### config.mk
export PLATFORM = sky130hd
export DESIGN_NAME = hamming_decode_pipe
export DESIGN_NICKNAME = d
export VERILOG_FILES = /design/src/rtl/gray_area_package.sv /design/src/rtl/hamming_unpack.sv /design/src/rtl/hamming_decode_pipe.sv
export SDC_FILE = /design/constraint.sdc
export NUM_CORES = 1
export LEC_CHECK = 0
export CORE_ASPECT_RATIO = 0.75
export CORE_MARGIN = 2
export CORE_UTILIZATION = 49
export DETAILED_ROUTE_END_ITERATION = 10
export PLACE_DENSITY = 0.88
export RECOVER_POWER = 100
export SYNTH_ARGS = -nofsm -noshare
export SYNTH_HDL_FRONTEND = slang
export SYNTH_SLANG_ARGS = --single-unit
### constraint.sdc
create_clock -name clk -period 2.7 [get_ports clk]
set_input_delay 0.54 -clock clk [delete_from_list [all_inputs] [get_ports clk]]
set_output_delay 0.54 -clock clk [all_outputs]
set_load 0.02 [all_outputs]
### src/rtl/gray_area_package.sv
// -----------------------------------------------------------------------------
// gray_area_package
// Shared types and helpers for the Hamming SECDED blocks.
//   hamming_address_width(data_width) : number of Hamming check bits r, the
//                                       smallest r with 2**r >= data_width+r+1
//   hamming_status_e                  : decode result classification
// No ports (package).
// -----------------------------------------------------------------------------
package gray_area_package;

   function automatic int hamming_address_width(input int data_width);
      int r;
      r = 0;
      for (int i = 1; i < 31; i++) begin
         if ((r == 0) && ((1 << i) >= (data_width + i + 1))) begin
            r = i;
         end
      end
      return r;
   endfunction

   typedef enum logic [1:0] {
      HAM_OK            = 2'd0,
      HAM_CORRECTED     = 2'd1,
      HAM_UNCORRECTABLE = 2'd2
   } hamming_status_e;

endpackage

### src/rtl/hamming_unpack.sv
// -----------------------------------------------------------------------------
// hamming_unpack
// Extracts the payload from a SECDED codeword: every non-power-of-two
// position >= 3, in ascending order, lands in data_out starting at the LSB.
// Bit 0 (overall parity) and the power-of-two check bits are dropped.
// Ports:
//   code_in  [CODE_WIDTH-1:0]  codeword (CODE_WIDTH = DATA_WIDTH+ADDR_WIDTH+1)
//   data_out [DATA_WIDTH-1:0]  extracted payload
// -----------------------------------------------------------------------------
module hamming_unpack
   import gray_area_package::*;
#(
   parameter int DATA_WIDTH = 32
) (
   input  logic [DATA_WIDTH+hamming_address_width(DATA_WIDTH):0] code_in,
   output logic [DATA_WIDTH-1:0]                                 data_out
);

   localparam int ADDR_WIDTH = hamming_address_width(DATA_WIDTH);
   localparam int CODE_WIDTH = DATA_WIDTH + ADDR_WIDTH + 1;

   // Check and parity bits are intentionally not part of the payload.
   logic unused_code_bits;
   assign unused_code_bits = ^code_in;

   always_comb begin
      int k;
      data_out = '0;
      k = 0;
      for (int pos = 3; pos < CODE_WIDTH; pos++) begin
         if ((pos & (pos - 1)) != 0) begin
            data_out[k] = code_in[pos];
            k++;
         end
      end
   end

endmodule

### src/rtl/hamming_decode_pipe.sv
// -----------------------------------------------------------------------------
// hamming_decode_pipe
// Two-stage SECDED decoder with valid/ready flow control.
//   S1: registers codeword, syndrome and overall parity.
//   S2: registers corrected payload and status.
// Handshake: a word moves across an interface on a clock edge where both
// valid and ready are 1; valid and its payload hold until accepted.
// Optional feature: define HAMMING_ERR_CNT_EN to build saturating counters of
// corrected / uncorrectable output words; otherwise the counter ports read 0
// and cnt_clr is ignored.
// Ports:
//   clk, rst_n          clock, synchronous active-low reset
//   code_in, in_valid   input codeword and its valid
//   in_ready            input accepted this cycle
//   data_out,status_out corrected payload and hamming_status_e
//   out_valid,out_ready output valid / downstream ready
//   cnt_clr             clear both counters (wins over increment)
//   corr_cnt,uncorr_cnt error counters
// -----------------------------------------------------------------------------
module hamming_decode_pipe
   import gray_area_package::*;
#(
   parameter int DATA_WIDTH = 32,
   parameter int CNT_WIDTH  = 16
) (
   input  logic                                                 clk,
   input  logic                                                 rst_n,
   input  logic [DATA_WIDTH+hamming_address_width(DATA_WIDTH):0] code_in,
   input  logic                                                 in_valid,
   output logic                                                 in_ready,
   output logic [DATA_WIDTH-1:0]                                data_out,
   output hamming_status_e                                      status_out,
   output logic                                                 out_valid,
   input  logic                                                 out_ready,
   input  logic                                                 cnt_clr,
   output logic [CNT_WIDTH-1:0]                                 corr_cnt,
   output logic [CNT_WIDTH-1:0]                                 uncorr_cnt
);

   localparam int ADDR_WIDTH = hamming_address_width(DATA_WIDTH);
   localparam int CODE_WIDTH = DATA_WIDTH + ADDR_WIDTH + 1;

   logic [CODE_WIDTH-1:0] code_q, code_d;
   logic [ADDR_WIDTH-1:0] syn_q, syn_d;
   logic                  par_q, par_d;
   logic                  s1_valid_q, s1_valid_d;
   logic [DATA_WIDTH-1:0] data_q, data_d;
   hamming_status_e       status_q, status_d;
   logic                  out_valid_q, out_valid_d;

   logic                  en1, en2;
   logic                  correctable;
   logic [CODE_WIDTH-1:0] flip_mask;
   logic [CODE_WIDTH-1:0] fixed_code;
   logic [DATA_WIDTH-1:0] unpacked;

   // S2 advances when empty or drained; S1 advances when empty or S2 moves.
   assign en2      = !out_valid_q || out_ready;
   assign en1      = !s1_valid_q || en2;
   assign in_ready = en1;

   // ---------------- Stage 1 ----------------
   always_comb begin
      code_d     = code_q;
      syn_d      = syn_q;
      par_d      = par_q;
      s1_valid_d = s1_valid_q;
      if (en1) begin
         s1_valid_d = in_valid;
         if (in_valid) begin
            code_d = code_in;
            syn_d  = '0;
            for (int i = 1; i < CODE_WIDTH; i++) begin
               if (code_in[i]) syn_d = syn_d ^ ADDR_WIDTH'(i);
            end
            par_d = ^code_in;
         end
      end
   end

   // ---------------- Stage 2 ----------------
   // Odd parity with an in-range syndrome is a single-bit error at that
   // position; syndrome 0 points at the parity bit, which carries no data.
   always_comb begin
      correctable = par_q && ({1'b0, syn_q} < (ADDR_WIDTH + 1)'(CODE_WIDTH));
      flip_mask   = '0;
      for (int i = 0; i < CODE_WIDTH; i++) begin
         flip_mask[i] = correctable && (syn_q == ADDR_WIDTH'(i));
      end
      // Uncorrectable words pass through unmodified (mask is zero).
      fixed_code = code_q ^ flip_mask;
   end

   hamming_unpack #(
      .DATA_WIDTH (DATA_WIDTH)
   ) u_unpack (
      .code_in  (fixed_code),
      .data_out (unpacked)
   );

   always_comb begin
      data_d      = data_q;
      status_d    = status_q;
      out_valid_d = out_valid_q;
      if (en2) begin
         out_valid_d = s1_valid_q;
         if (s1_valid_q) begin
            data_d = unpacked;
            if (!par_q && (syn_q == '0)) status_d = HAM_OK;
            else if (correctable)        status_d = HAM_CORRECTED;
            else                         status_d = HAM_UNCORRECTABLE;
         end
      end
   end

   always_ff @(posedge clk) begin
      if (!rst_n) begin
         code_q      <= '0;
         syn_q       <= '0;
         par_q       <= 1'b0;
         s1_valid_q  <= 1'b0;
         data_q      <= '0;
         status_q    <= HAM_OK;
         out_valid_q <= 1'b0;
      end else begin
         code_q      <= code_d;
         syn_q       <= syn_d;
         par_q       <= par_d;
         s1_valid_q  <= s1_valid_d;
         data_q      <= data_d;
         status_q    <= status_d;
         out_valid_q <= out_valid_d;
      end
   end

   assign data_out   = data_q;
   assign status_out = status_q;
   assign out_valid  = out_valid_q;

   // ---------------- Error counters ----------------
`ifdef HAMMING_ERR_CNT_EN
   logic [CNT_WIDTH-1:0] corr_cnt_q, corr_cnt_d;
   logic [CNT_WIDTH-1:0] uncorr_cnt_q, uncorr_cnt_d;
   logic                 out_fire;

   always_comb begin
      out_fire     = out_valid_q && out_ready;
      corr_cnt_d   = corr_cnt_q;
      uncorr_cnt_d = uncorr_cnt_q;
      if (cnt_clr) begin
         corr_cnt_d   = '0;
         uncorr_cnt_d = '0;
      end else if (out_fire) begin
         if ((status_q == HAM_CORRECTED) && (corr_cnt_q != '1))
            corr_cnt_d = corr_cnt_q + CNT_WIDTH'(1);
         if ((status_q == HAM_UNCORRECTABLE) && (uncorr_cnt_q != '1))
            uncorr_cnt_d = uncorr_cnt_q + CNT_WIDTH'(1);
      end
   end

   always_ff @(posedge clk) begin
      if (!rst_n) begin
         corr_cnt_q   <= '0;
         uncorr_cnt_q <= '0;
      end else begin
         corr_cnt_q   <= corr_cnt_d;
         uncorr_cnt_q <= uncorr_cnt_d;
      end
   end

   assign corr_cnt   = corr_cnt_q;
   assign uncorr_cnt = uncorr_cnt_q;
`else
   logic unused_cnt_clr;
   assign unused_cnt_clr = cnt_clr;
   assign corr_cnt       = '0;
   assign uncorr_cnt     = '0;
`endif

endmodule
-- After elaboration in Yosys (flattened, before gate mapping)
Index checks and enable logic that the tools add are counted.
- register bits after elaboration: 82
- input bits: 44
- output and inout port bits: 68
- magnitude comparators: 1
- equality and inequality tests: 38
- mux-type cells: 114
- bitwise operators: 38
- reduce and logical (&&, ||, !) cells: 50
- operators by type and width (operator ; number):
    2-to-1 mux 6 bit ; 81
    == test 6 x 5 -> 1 bit, second input constant ; 16
    2-to-1 mux 5 bit ; 16
    == test 6 x 4 -> 1 bit, second input constant ; 8
    == test 6 bit, second input constant ; 7
    logical AND 1 bit ; 41
    inverter 3 bit ; 13
    XOR reduction 39 bit ; 1
    XOR 39 bit ; 1
    2-to-1 mux 4 bit ; 8
    inverter 2 bit ; 13
    == test 6 x 3 -> 1 bit, second input constant ; 4
    inverter 4 bit ; 5
    == test 6 x 2 -> 1 bit, second input constant ; 2
    2-to-1 mux 3 bit ; 4
    2-to-1 mux 2 bit ; 4
    == test 6 x 1 -> 1 bit, second input constant ; 1
    logical NOT 6 bit ; 1
    < comparator 6 bit, second input constant ; 1
    inverter 1 bit ; 5
    inverter 5 bit ; 1
    AND reduction 2 bit ; 2
    logical NOT 1 bit ; 3
    logical OR 1 bit ; 2
    2-to-1 mux 1 bit ; 1

-- Depth between registers and ports, before layout
Gate-level depths: netlist of run 1.
- word-level depth: 150
- mapped depth: 8
- mapped depth without buffers: 6

-- Modules after synthesis
A second synthesis of run 1 with hierarchy kept.
- cells, all modules: 595
- area total of the unflattened synthesis: 4838.4 sq um
- modules (own cells, without submodules) (module ; times used ; cells an instance ; area an instance (sq um) ; seq. area each (sq um)):
    hamming_decode_pipe ; 1 ; 563 ; 4598.2 ; 1641.6
    hamming_unpack ; 1 ; 32 ; 240.2 ; 0.0

-- Worst setup path after synthesis of run 1
OpenSTA, ideal clock, no wires.
- kind: input to register
- start point: input port code_in[38]
- end point: register par_q
- data arrival time: 2.264 ns
- setup slack: 0.374 ns
- stages on the path: 6
- path buffers: 0
- path through: xnor3_2 -> xnor3_1 -> xnor3_1 -> xnor2_1 -> or3_1 -> nand3_1
- cells in the longest elaborated chain, start to end: 1
- RTL lines (element ; RTL line ; source):
    start: declaration ; hamming_decode_pipe.sv:28 ; input logic [DATA_WIDTH+hamming_address_width(DATA_WIDTH):0] code_in,
    XOR reduction 39 bit ; hamming_decode_pipe.sv:76 ; par_d = ^code_in;
    end signal: assignment ; hamming_decode_pipe.sv:128 ; par_q <= par_d;
    end: declaration ; hamming_decode_pipe.sv:45 ; logic par_q, par_d;
Every way passes these cells.
A chain may end at the register's enable or synchronous reset.

-- Worst setup path in the final report of run 1
- start point: input port out_ready
- end point: output port in_ready
- cells in the longest elaborated chain, start to end: 2
- RTL lines (element ; RTL line ; source):
    start: declaration ; hamming_decode_pipe.sv:34 ; input logic out_ready,
    logical OR 1 bit ; hamming_decode_pipe.sv:58 ; assign en2 = !out_valid_q || out_ready;
    logical OR 1 bit ; hamming_decode_pipe.sv:59 ; assign en1 = !s1_valid_q || en2;
    end: declaration ; hamming_decode_pipe.sv:30 ; output logic in_ready,
Every way passes these cells.

==> flow_metrics.env, run 1 <==
export IMPL_p_sw_share_pct=30.4
export IMPL_ys_types=34
export IMPL_layout_area_overhead_vs_synth_pct=22.7
export IMPL_power_share_clock_pct=32.1
export IMPL_cpMaxStageDelayCell="clkdlybuf4s50_1"
export IMPL_via_count=3479
export IMPL_post_cts_resized=0
export IMPL_finalCriticalPeriod_ps=2600
export IMPL_clock_sinks=75
export IMPL_drt_pass1_iterations=5
export IMPL_initialDrtViolationCount=226
export IMPL_switchingPower_mw=0.993
export IMPL_cpPeakStageDelay_ps=570
export IMPL_detailed_place_hpwl_um=7620
export IMPL_holdCritPathClass="reg -> reg"
export IMPL_crit_arrival_ps=2060
export IMPL_source_to_sink_clock_delay_at_the_later_pin_of_the_worst_skew_pair_ps=330
export IMPL_timing_fmax_mhz=385
export IMPL_r2r_start="out_valid"
export IMPL_postCtsHoldBufs=0
export IMPL_rsz_0062_raised_after_global_routing="false"
export IMPL_cts_tree="yes"
export IMPL_initial_antenna_violation_count=0
export IMPL_path_common_cell="clkdlybuf4s50_1"
export IMPL_intPower_mw=2.28
export IMPL_post_route_util_pct=61.6
export IMPL_drt_vias_per_instance=5.22
export IMPL_netlist_instances=488
export IMPL_synth_top_family_by_area="XOR/XNOR gates"
export IMPL_avgSynthCellArea_um2=8.70
export IMPL_port_buffer_count=78
export IMPL_min_path_cells=2
export IMPL_wire_length_of_the_first_global_routing_pass_um=15800
export IMPL_grt_overflow=0
export IMPL_critical_path_cell_chain="clkdlybuf4s50_1 > nor2b_1 > nand2_1 > clkdlybuf4s50_1"
export IMPL_die_height_um=84.6
export IMPL_synth_adder_area_share_pct=0
export IMPL_hold_viol=0
export IMPL_setup_slack_of_the_most_critical_reg_to_reg_path_ps=620
export IMPL_route_detailed_wl_per_inst_um=14.7
export IMPL_antennaDiodeCount=0
export IMPL_power_frac_comb_pct=27.6
export IMPL_drc_errors=0
export IMPL_worst_ir_drop_vdd_mv=0.475
export IMPL_dp_cells=651
export IMPL_clk_root_buffer_cell="clkbuf_16"
export IMPL_coreArea_mm2=0.00845
export IMPL_groute_usage_overall_pct=21.1
export IMPL_run_status="finished clean"
export IMPL_htree_num_levels=3
export IMPL_postRouteAntennaNets=0
export IMPL_share_of_the_synthesized_netlist_area_taken_by_xor_and_xnor_gates_pct=19.9
export IMPL_final_cells=666
export IMPL_cp_required_ps=2160
export IMPL_gpl_final_weighted_congestion=0.926
export IMPL_routed_wl_um=9810
export IMPL_most_used_cells_in_the_layout_excluding_fill_and_tap_cells="nand2_1 (109), dfxtp_1 (75), xnor2_1 (58)"
export IMPL_timing_hold_worst_endpoint="status_out[0]"
export IMPL_timing_max_cap_violations=0
export IMPL_first_global_vias=3192
export IMPL_cts_root_to_sink_buffers=2
export IMPL_drive_gt1_share_pct=4.84
export IMPL_report_final_slew_viol_count=0
export IMPL_setup_worst_path_class="in -> out"
export IMPL_layout_worst_path_cycle_share_pct=96.2
export IMPL_grt_max_degree=66
export IMPL_worst_setup_hold_path_clk_slew_ps=50
export IMPL_row_count=29
export IMPL_initial_core_util_pct=50.2
export IMPL_synth_cell_area_mm2=0.00425
export IMPL_crit_path_start_kind="input port"
export IMPL_cell_count_of_the_worst_reg_to_reg_path=5
export IMPL_cts_buffers_inserted=9
export IMPL_cellLeakagePower_nw=2.36
export IMPL_min_from="status_out[0]"
export IMPL_worst_clock_skew_ps=4.00
export IMPL_yosysWarningCount=0
export IMPL_critPathCaptureType="output pin"
export IMPL_synthMuxAreaShare_pct=0
export IMPL_timing_rr_end="data_out[7]"
export IMPL_path_max_fanout=5
export IMPL_synth_area_in_compound_gates_pct=16.4
export IMPL_synth_simple_gate_area_share_pct=19.1
export IMPL_layout_commonest_cell="nand2_1"
export IMPL_dieWidth_um=111
export IMPL_setup_viol=0
export IMPL_postCtsSetupRepairBufs=0
export IMPL_max_slew_margin_rel_pct=23.8
export IMPL_synth_seq_cells=75
export IMPL_floorplan_die_area_mm2=0.00943
export IMPL_power_density_mw_per_mm2=627
export IMPL_final_net_count=598
export IMPL_tightest_slew_ps=1140
export IMPL_seq_area_frac_synth_pct=35.4
export IMPL_pwr_share_seq_pct=40.3
export IMPL_boundaryPins=112
==> synthesized netlist by cell type (all sizes together) <==
library cell / instances / share of area [%]
nand2: 109 / 9.6
dfxtp: 75 / 35
xnor2: 60 / 13
buf: 37 / 6.5
a21boi: 35 / 6.2
o211a: 34 / 8.0
clkbuf: 26 / 2.8
nand3: 19 / 2.2
xor2: 19 / 3.9
o21ai: 12 / 1.4
or3: 11 / 1.6
nand2b: 8 / 1.2
nor4: 8 / 1.2
nor2b: 7 / 1.0
xnor3: 6 / 3.2
and2: 4 / 0.59
nor3: 4 / 0.47
nor2: 3 / 0.27
a21oi: 2 / 0.24
a211oi: 1 / 0.18
a311oi: 1 / 0.21
and3b: 1 / 0.21
conb: 1 / 0.088
nand4: 1 / 0.15
nor3b: 1 / 0.18
o21a: 1 / 0.18
or2: 1 / 0.15
or4: 1 / 0.18
==> routing by layer <==
metal / routed length (um) / GRT usage (%) / vias to the layer above
met4: 43 / 3.25 / 0
met1: 4720 / 30.7 / 1612
li1: - / - / 1711
met3: 784 / 5.20 / 4
met5: 0 / 0 / -
met2: 4270 / 32.3 / 152
==> how the worst max path moves through the flow <==
stage | startpoint | to | cells past startpoint
after detailed placement | code_in[38] | par_q | 7
final | out_ready | in_ready | 4
after floorplan | code_in[38] | par_q | 6
after global placement | code_in[38] | par_q | 7
after CTS | code_in[38] | par_q | 7
after global routing | out_ready | in_ready | 4
==> final cells by class <==
class | instances | area [um^2]
clock buffers | 12 | 246
multi-input cells | 381 | 2480
fillers | 733 | 3240
flip-flops and latches | 75 | 1500
clock inverters | 3 | 15.0
repair buffers | 87 | 836
well taps | 108 | 135
==> power groups by stage <==
stage	Clock (mW)	Combinational [mW]	Sequential, mW
finish	1.05	0.901	1.32
detailed placement	0	0.923	1.34
global route	1.11	0.976	1.33
CTS	1.06	0.926	1.32
global placement	0	0.902	1.33
floorplan	0	0.685	1.32
==> state kept, by name (all words and copies together) (netlist names) <==
name,cells
code_q,32
data_out,32
out_valid,1
par_q,1
s1_valid_q,1
status_out,2
syn_q,6
==> cell families after synthesis <==
| logic type | Yosys count |
|---|---|
| AOI/OAI and AO/OA | 86 |
| and+or+nand+nor | 178 |
| buffers and inverters | 63 |
| xor gates and xnor gates | 85 |
| DFF | 75 |
| other | 1 |
==> critical path, delay by kind of cell <==
family,cells,cell delay (ps)
buffers and inverters,2,980
AND/OR/NAND/NOR,2,540
==> through the flow <==
| step | instance area, um^2 | setup TNS (ps) | hold WS, ps | worst slack [ps] | power, mW |
|---|---|---|---|---|---|
| floorplan | 4360 | 0 | 440 | 374 | 2.00 |
| global placement | 4970 | -206 | 445 | -206 | 2.24 |
| detailed placement | 4970 | -230 | 459 | -230 | 2.26 |
| CTS | 5230 | 0 | 469 | 87.0 | 3.31 |
| global route | 5210 | 0 | 484 | 51.4 | 3.42 |
| finish | 5210 | 0 | 470 | 103 | 3.27 |
No activity file was read; power rests on OpenSTA's default activity.
==> run 2, diff against run 1 <==
--- a/config.mk
+++ b/config.mk
@@ -10,7 +10,7 @@
 export CORE_UTILIZATION = 49
 export DETAILED_ROUTE_END_ITERATION = 10
 export PLACE_DENSITY = 0.88
-export RECOVER_POWER = 100
+export RECOVER_POWER = 25
 export SYNTH_ARGS = -nofsm -noshare
 export SYNTH_HDL_FRONTEND = slang
 export SYNTH_SLANG_ARGS = --single-unit
==> run 2 against run 1 <==
Compared with the run above:
- highest routed layer unchanged
- critical path depth unchanged
- critical path type unchanged
- sequential cell count is the same
- power grew 0.63%
- sequential share of layout area hardly changed
- register-to-register slack improved by 20 ps
- first-iteration DRC count up 15%
- design area about the same
- worst hold slack hardly changed
- cell count stayed put
- clock-buffer cell count unchanged
- via count is 1.4% higher
==> flow_metrics.env, run 2 (synthesized netlist as in run 1, its figures left out) <==
export IMPL_row_count=29
export IMPL_drt_pass1_iterations=5
export IMPL_drive_gt1_share_pct=4.84
export IMPL_antennaDiodeCount=0
export IMPL_fillers=731
export IMPL_report_final_slew_viol_count=0
export IMPL_max_slew_margin_rel_pct=24.5
export IMPL_clock_sinks=75
export IMPL_holdCritPathClass="reg -> reg"
export IMPL_cts_tree="yes"
export IMPL_totalNegativeSetupSlack_ps=0
export IMPL_postRouteAntennaNets=0
export IMPL_layout_commonest_cell="nand2_1"
export IMPL_detailed_place_hpwl_um=7620
export IMPL_cpPeakStageDelay_ps=560
export IMPL_cellLeakagePower_nw=2.32
export IMPL_met3RoutedLength_um=854
export IMPL_floorplan_die_area_mm2=0.00943
export IMPL_tightest_slew_ps=1130
export IMPL_layout_worst_path_cycle_share_pct=96.1
export IMPL_coreArea_mm2=0.00845
export IMPL_route_detailed_wl_per_inst_um=14.9
export IMPL_wire_length_of_the_first_global_routing_pass_um=15800
export IMPL_finalCriticalPeriod_ps=2600
export IMPL_worst_setup_hold_path_clk_slew_ps=50
export IMPL_worst_ir_drop_vdd_mv=0.477
export IMPL_path_common_cell="clkdlybuf4s50_1"
export IMPL_run_status="finished clean"
export IMPL_drc_errors=0
export IMPL_clk_root_buffer_cell="clkbuf_16"
export IMPL_cts_root_to_sink_buffers=2
export IMPL_rsz_0062_raised_after_global_routing="false"
export IMPL_final_cells=666
export IMPL_initialDrtViolationCount=259
export IMPL_cts_buffers_inserted=9
export IMPL_final_net_count=598
export IMPL_crit_path_start_kind="input port"
export IMPL_first_global_vias=3192
export IMPL_finish_instance_area_mm2=0.00522
export IMPL_initial_core_util_pct=50.2
export IMPL_setup_worst_path_class="in -> out"
export IMPL_gpl_final_weighted_congestion=0.926
export IMPL_via_count=3528
export IMPL_layout_area_overhead_vs_synth_pct=22.8
export IMPL_timing_fmax_mhz=385
export IMPL_met2WireLength_um=4300
export IMPL_power_density_mw_per_mm2=631
export IMPL_wirelength_met1_um=4730
export IMPL_path_max_fanout=5
export IMPL_route_top_layer_used="met4"
export IMPL_port_buffer_count=78
export IMPL_groute_usage_overall_pct=21.1
export IMPL_crit_arrival_ps=2060
export IMPL_timing_max_cap_violations=0
export IMPL_post_route_util_pct=61.7
export IMPL_post_dp_cell_area_mm2=0.00497
export IMPL_dieWidth_um=111
export IMPL_cpMaxStageDelayCell="clkdlybuf4s50_1"
export IMPL_hold_viol=0
export IMPL_most_used_cells_in_the_layout_excluding_fill_and_tap_cells="nand2_1 (109), dfxtp_1 (75), clkdlybuf4s50_1 (64)"
export IMPL_critPathCaptureType="output pin"
export IMPL_boundaryPins=112
export IMPL_cp_required_ps=2160
export IMPL_grt_overflow=0
export IMPL_drt_vias_per_instance=5.30
export IMPL_initial_antenna_violation_count=0
export IMPL_routed_wl_um=9930
export IMPL_die_height_um=84.6
export IMPL_grt_max_degree=66
export IMPL_setup_viol=0
export IMPL_dp_cells=651
export IMPL_fin_worst_hold_slack_ps=470
export IMPL_source_to_sink_clock_delay_at_the_later_pin_of_the_worst_skew_pair_ps=330
export IMPL_worst_clock_skew_ps=4.24
export IMPL_htree_num_levels=3
export IMPL_critical_path_cell_chain="clkdlybuf4s50_1 > nor2b_1 > nand2_1 > clkdlybuf4s50_1"
## run 2: power breakdown
group / switching, mW / internal, mW
sequential: 0.118 / 1.20
clock: 0.415 / 0.637
combinational: 0.467 / 0.453
## run 2: critical path, delay by kind of cell
kind                   cells  cell delay [ps]
buffers and inverters      2              970
AND/OR/NAND/NOR            2              540
## run 2: final timing paths
kind                                 start  slack, ps  cells past startpoint            to
worst max-delay path             out_ready        100                      4      in_ready
worst max register to register       par_q        640                      5  data_out[10]
worst min-delay path            code_q[20]        470                      2    code_q[20]
worst min register to register  code_q[20]        470                      2    code_q[20]
## run 2: what timing repair did
action | 4_1_cts | 5_1_grt
setup endpoints to repair | 0 | 1
hold buffers | 0 | 0
buffers inserted | 0 | 0
gates resized for setup | 0 | 0
## run 2: cell type report
type | instances | area (um^2) | share of cell area, %
Clock buffer | 12 | 246 | 4.73
Sequential cell | 75 | 1500 | 28.8
Clock inverter | 3 | 15.0 | 0.288
Tap cell | 108 | 135 | 2.59
Timing Repair Buffer | 87 | 841 | 16.1
Multi-Input combinational cell | 381 | 2480 | 47.5
## run 2: per-stage QoR
stage / power (mW) / worst slack (ps)
2_1_floorplan: 2.00 / 374
3_3_place_gp: 2.24 / -206
3_5_place_dp: 2.26 / -230
6_report: 3.29 / 105
4_1_cts: 3.31 / 87.0
5_1_grt: 3.44 / 52.9
## run 2: metal layers
layer  GRT usage [%]  up-vias
met5               0        -
met4            3.25        0
met3            5.20        6
met2            32.3      166
met1            30.7     1645
li1                -     1711
